<file path="src/rtl/time_entry_pkg.sv">
// ============================================================================
// Module : time_entry_pkg
// Brief  : Shared state encoding, time limits and BCD helper for bcd_time_entry
// Rev    : 1.0  initial release
// ============================================================================
`default_nettype none

package time_entry_pkg;

  // Digit states are numbered so that cur_pos = state - 1.
  typedef enum logic [2:0] {
    IDLE   = 3'd0,
    H_TEN  = 3'd1,
    H_ONE  = 3'd2,
    M_TEN  = 3'd3,
    M_ONE  = 3'd4,
    S_TEN  = 3'd5,
    S_ONE  = 3'd6,
    COMMIT = 3'd7
  } state_t;

  localparam logic [6:0] HOUR_MAX   = 7'd23;
  localparam logic [6:0] MIN_MAX    = 7'd59;
  localparam logic [6:0] SEC_MAX    = 7'd59;
  localparam logic [6:0] HOUR12_MAX = 7'd12;
  localparam logic [2:0] POS_IDLE   = 3'd7;

  localparam logic [3:0] DIGIT_MAX    = 4'd9;
  localparam logic [3:0] H_TEN_MAX_24 = 4'd2;
  localparam logic [3:0] H_TEN_MAX_12 = 4'd1;
  localparam logic [3:0] MS_TEN_MAX   = 4'd5;

  function automatic logic [6:0] bcd_value(input logic [3:0] ten, input logic [3:0] one);
    return ({3'b000, ten} << 3) + ({3'b000, ten} << 1) + {3'b000, one};
  endfunction

endpackage

`default_nettype wire

</file>
<file path="src/rtl/bcd2_to_bin.sv">
// ============================================================================
// Module : bcd2_to_bin
// Brief  : Combinational two-digit BCD to 7-bit binary converter
// Rev    : 1.0  initial release
// ============================================================================
`default_nettype none

module bcd2_to_bin (
  input  logic [3:0] ten,
  input  logic [3:0] one,
  output logic [6:0] value
);

  logic [6:0] ten_w;
  logic [6:0] one_w;

  assign ten_w = {3'b000, ten};
  assign one_w = {3'b000, one};
  // ten*10 built from shifts to stay adder-only.
  assign value = (ten_w << 3) + (ten_w << 1) + one_w;

endmodule

`default_nettype wire

</file>
<file path="src/rtl/bcd_time_entry.sv">
// ============================================================================
// Module : bcd_time_entry
// Brief  : Keyed hh:mm:ss entry FSM with digit validation and atomic commit.
//          Define TIME_ENTRY_12H_EN for 01..12 hour entry with a pm input.
// Rev    : 1.0  initial release
// ============================================================================
`default_nettype none

module bcd_time_entry
  import time_entry_pkg::*;
(
  input  logic       clk,
  input  logic       rst,
  input  logic       start,
  input  logic       cancel,
  input  logic       digit_valid,
  input  logic [3:0] digit,
`ifdef TIME_ENTRY_12H_EN
  input  logic       pm,
`endif
  output logic [4:0] hour,
  output logic [5:0] min,
  output logic [5:0] sec,
  output logic       set_valid,
  output logic       digit_err,
  output logic       busy,
  output logic [2:0] cur_pos
);

  state_t     state;
  logic [3:0] h_ten, h_one, m_ten, m_one, s_ten, s_one;
  logic [6:0] hour_bin, min_bin, sec_bin, hour_next, hour_try;
  logic       accept;

  bcd2_to_bin u_hour (.ten(h_ten), .one(h_one), .value(hour_bin));
  bcd2_to_bin u_min  (.ten(m_ten), .one(m_one), .value(min_bin));
  bcd2_to_bin u_sec  (.ten(s_ten), .one(s_one), .value(sec_bin));

  assign hour_try = bcd_value(h_ten, digit);

`ifdef TIME_ENTRY_12H_EN
  logic [6:0] pm_add;
  assign pm_add    = pm ? HOUR12_MAX : 7'd0;
  // 12 is the only hour whose AM value is not itself.
  assign hour_next = (hour_bin == HOUR12_MAX) ? pm_add : hour_bin + pm_add;
`else
  assign hour_next = hour_bin;
`endif

  always_comb begin
    accept = 1'b0;
    if (digit_valid && (digit <= DIGIT_MAX)) begin
      case (state)
`ifdef TIME_ENTRY_12H_EN
        H_TEN:        accept = (digit <= H_TEN_MAX_12);
        H_ONE:        accept = (hour_try != 7'd0) && (hour_try <= HOUR12_MAX);
`else
        H_TEN:        accept = (digit <= H_TEN_MAX_24);
        H_ONE:        accept = (hour_try <= HOUR_MAX);
`endif
        M_TEN, S_TEN: accept = (digit <= MS_TEN_MAX);
        M_ONE, S_ONE: accept = 1'b1;
        default:      accept = 1'b0;
      endcase
    end
  end

  always_ff @(posedge clk) begin
    if (rst) begin
      state     <= IDLE;
      hour      <= 5'd0;
      min       <= 6'd0;
      sec       <= 6'd0;
      set_valid <= 1'b0;
      digit_err <= 1'b0;
      h_ten     <= 4'd0;
      h_one     <= 4'd0;
      m_ten     <= 4'd0;
      m_one     <= 4'd0;
      s_ten     <= 4'd0;
      s_one     <= 4'd0;
    end else begin
      set_valid <= 1'b0;
      digit_err <= 1'b0;
      case (state)
        IDLE: begin
          if (!cancel && start) begin
            state <= H_TEN;
            h_ten <= 4'd0;
            h_one <= 4'd0;
            m_ten <= 4'd0;
            m_one <= 4'd0;
            s_ten <= 4'd0;
            s_one <= 4'd0;
          end
        end
        COMMIT: begin
          hour      <= hour_next[4:0];
          min       <= min_bin[5:0];
          sec       <= sec_bin[5:0];
          set_valid <= 1'b1;
          state     <= IDLE;
        end
        default: begin
          if (cancel) begin
            state <= IDLE;
          end else if (start) begin
            state <= H_TEN;
            h_ten <= 4'd0;
            h_one <= 4'd0;
            m_ten <= 4'd0;
            m_one <= 4'd0;
            s_ten <= 4'd0;
            s_one <= 4'd0;
          end else if (digit_valid) begin
            if (accept) begin
              case (state)
                H_TEN:   h_ten <= digit;
                H_ONE:   h_one <= digit;
                M_TEN:   m_ten <= digit;
                M_ONE:   m_one <= digit;
                S_TEN:   s_ten <= digit;
                default: s_one <= digit;
              endcase
              state <= state_t'(state + 3'd1);
            end else begin
              digit_err <= 1'b1;
            end
          end
        end
      endcase
    end
  end

  assign busy    = (state != IDLE);
  assign cur_pos = ((state == IDLE) || (state == COMMIT)) ? POS_IDLE : (state - 3'd1);

  // Limits bound the values to the output widths; upper bits are always zero.
  logic unused_bits;
  assign unused_bits = &{1'b0, hour_next[6:5], min_bin[6], sec_bin[6]};

endmodule

`default_nettype wire

</file>
<file path="config.mk">
export PLATFORM = sky130hd
export DESIGN_NAME = bcd_time_entry
export DESIGN_NICKNAME = d
export VERILOG_FILES = /design/src/rtl/time_entry_pkg.sv /design/src/rtl/bcd2_to_bin.sv /design/src/rtl/bcd_time_entry.sv
export SDC_FILE = /design/constraint.sdc
export NUM_CORES = 1
export LEC_CHECK = 0
export BUFFER_PORTS_ARGS = -buffer_cell sky130_fd_sc_hd__buf_2
export CORE_ASPECT_RATIO = 2
export CORE_MARGIN = 2
export CORE_UTILIZATION = 53
export CTS_BUF_LIST = sky130_fd_sc_hd__clkbuf_4 sky130_fd_sc_hd__clkbuf_8 sky130_fd_sc_hd__clkbuf_16
export DETAILED_ROUTE_END_ITERATION = 10
export PLACE_DENSITY = 0.74
export SYNTH_ARGS = -nofsm -noshare
export SYNTH_HDL_FRONTEND = slang
export SYNTH_SLANG_ARGS = --single-unit
export TNS_END_PERCENT = 50
</file>
<file path="constraint.sdc">
create_clock -name clk -period 2.8 [get_ports clk]
set_input_delay 0.56 -clock clk [delete_from_list [all_inputs] [get_ports clk]]
set_output_delay 0.56 -clock clk [all_outputs]
set_load 0.01 [all_outputs]
</file>
==> run summary <==
Sink Count -> 46
CTS max path bufs -> 2
Final Skew -> 0.00689 ns
Synth Register Bits -> 46
Post-route cell area -> 3220 µm²
Cell area after placement -> 3060 µm²
Setup TNS -> 0 ns
Htree depth -> 2
Port bufs -> 31
Root buf cell -> clkbuf_8
EDFF count, synth -> 0
Final net count -> 383
RSZ-0062 raised after global routing -> yes
Hpwl dp -> 4.96 mm
Total Routing Usage GR -> 22.4%
Slew margin rel. -> 56.5%
Seq/Total Area, Yosys -> 33.1%
Non-filler instance count after layout -> 400
RD Place Congestion -> 0.869
Cell variety after synth -> 43
Mapped Cells -> 301
Antenna violations before repair -> 0
Worst Setup End Kind -> flip-flop
Worst EP arrival -> 3.01 ns
Peak supply drop -> 0.340 mV
Largest net degree at the start of global routing -> 41
Initial Util -> 54.6%
Crit Path Max Fanout -> 5
Pleak -> 0.00140 µW
Multi-input gate area -> 1770 µm²
Num rows -> 37
Clock insertion delay at the later pin of the skew report -> 0.30 ns
Die area -> 5870 µm²
Final setup vio count -> 0
CP required -> 3.04 ns
CTS tree -> yes
Router iterations before antenna repair -> 4
Final number of hold-violating endpoints -> 0
First-pass GRT wire length -> 10.6 mm
Die Wd -> 55.2 µm
Fin crit share -> 99.1%
CTS Buf Count -> 5
Status -> completed
Max-slew violations -> 0
First DRT Iteration DRCs -> 83
P per Cell Area -> 420 nW/µm²
Routed Antenna Nets -> 0
Vert. Die Dim -> 106 µm
Vias in the first global route -> 2396
I/O pin cnt -> 32
Largest area contributor in the netlist -> dfxtp_1
CP Launch Type -> flip-flop
Reg clk slew, reported paths -> 0.09 ns
Final hold slack -> 0.489 ns
Synth Net Count -> 343
Final wirelength -> 6.60 mm
Path type of the worst min-delay path -> reg2reg
Overflow after GRT -> 0
CP max-delay cell -> fa_1
Max-capacitance violation count -> 0
Max Clk Rate -> 360 MHz
CP Cell Sequence -> ha_1, fa_1, o21a_1, a211o_1, a31oi_1, buf_4, o2111a_2, or4b_1, a21oi_1
Slew @ Worst Pin -> 0.652 ns
Area Overhead vs Synth -> 16.0%
Ys Warns -> 0
Vias per cell -> 6.07
Ratio of cells with drive above 1 in the final layout -> 21.3%
Synth async-reset ratio -> 0%
N_diodes -> 0
Drc violations -> 0
Placed cell count -> 392
Drt wl/cell -> 16.5 µm
Kind of critical path -> reg2reg
Avg Inst Size Synth -> 9.23 µm²
Core area -> 5090 µm²
Share of the synthesized area in the top cell type -> 33.1%
CTS Hold Bufs -> 0
Mapped Area -> 2780 µm²
Top cells by area, synth -> dfxtp_1 33%, ha_1 12%, o32ai_1 6.3%
Final min period -> 2.78 ns
Fill cells -> 477
Register Area -> 921 µm²
Post-synth top flop -> dfxtp_1
Via count -> 2428
Max stage delay on crit path -> 0.53 ns
## flip-flops by register name (all words and copies together), names as in the netlist
register,flops
min,6
h_ten,4
m_ten,4
h_one,4
digit_err,1
hour,5
sec,6
s_one,4
state,3
set_valid,1
s_ten,4
m_one,4
## path summary, 6_finish.rpt
kind,from,endpoint,cells after the start,slack [ns]
setup / recovery,h_ten[0],state[2],9,0.02
hold / removal,min[4],min[4],2,0.49
setup reg to reg,h_ten[0],state[2],9,0.02
hold reg to reg,min[4],min[4],2,0.49
## power by group
part           total, µW  internal (µW)  switching (µW)
Clock                512            268             244
Combinational        176           58.5             118
Sequential           666            659            6.74
## through the flow
stage               utilization, %  worst slack [ns]  total power [µW]
global placement              60.1          0.000935               845
floorplan                        -            0.0606               790
global route                  63.3           -0.0948              1390
CTS                           62.3            0.0567              1340
finish                        63.3            0.0241              1350
detailed placement            60.1           -0.0261               847
## cell usage after synthesis (2+ instances only)
cell type  number
o211ai_1        4
mux2_2          4
nand2_1        23
nor4b_1         2
nand2b_1        3
dfxtp_1        46
nor2_1         27
a211o_1         3
mux2i_1        14
or3_1           2
a211oi_1        7
or2_2           2
a21oi_1        13
inv_1          25
a21o_1          6
a22o_1          3
fa_1            7
buf_1           2
nor3_1          6
clkbuf_1        8
ha_1           26
o2111ai_1       5
xnor2_1         9
a22oi_1         4
nor2b_1         7
o2111a_2        2
o32ai_1        20
o21ai_0         6
## placed cells by master, fill, tap and decap left out, types with 2 or more instances in the layout
cell	synthesis	routed
a22o_1	3	3
fa_1	7	7
a21o_1	6	6
a22oi_2	0	2
nor2b_1	7	7
a211oi_1	7	7
nor3_1	6	6
or2_2	2	2
xnor2_1	9	9
buf_2	1	31
mux2_2	4	4
mux2i_1	14	14
clkbuf_8	0	5
o211ai_1	4	4
a211o_1	3	3
o2111ai_1	5	4
a21oi_1	13	12
ha_1	26	26
dfxtp_1	46	46
a21oi_2	1	2
o32ai_1	20	17
o2111a_2	2	2
nand2_1	23	23
a22oi_1	4	2
nand2b_1	3	3
o21ai_0	6	6
or3_1	2	2
nor2_1	27	27
inv_1	25	25
o32ai_2	0	3
buf_4	0	13
## repair_timing
item	4_1_cts	5_1_grt
gates resized for setup	0	8
buffers inserted	0	0
endpoints found under the setup margin	0	26
## final cells by class
class | count | share of cell area [%]
clock buffers | 5 | 2.14
clock inverters | 3 | 1.36
inverters | 25 | 2.91
multi-input cells | 219 | 54.9
flip-flops and latches | 46 | 28.6
well taps | 58 | 2.25
repair buffers | 44 | 7.84
## logic make-up after synthesis
group	count (synthesis)	synth area share [%]
XOR/XNOR	10	3.15
multiplexers	18	6.66
AO/OA/AOI/OAI	81	22.4
buffers and inverters	36	4.91
flip-flops	46	33.1
AND/OR/NAND/NOR	77	13.0
adder cells (fa/ha/maj)	33	16.7
## per-layer routing
layer | vias up | track usage (%) | part of all wire [%]
li1 | 1181 | - | -
met3 | 22 | 2.55 | 3.6
met5 | - | 0 | 0
met1 | 1156 | 23.2 | 37
met4 | 0 | 11.5 | 3.7
met2 | 69 | 42.9 | 56
## worst max-delay path: cells and delay by family, from the launching register on
family	cells	cell delay (ns)
AO/OA/AOI/OAI	5	0.89
adder cells (fa/ha/maj)	2	0.77
AND/OR/NAND/NOR	1	0.53
flip-flops	1	0.33
buffers and inverters	1	0.18
Note: power is estimated with default switching activity, not from simulation.
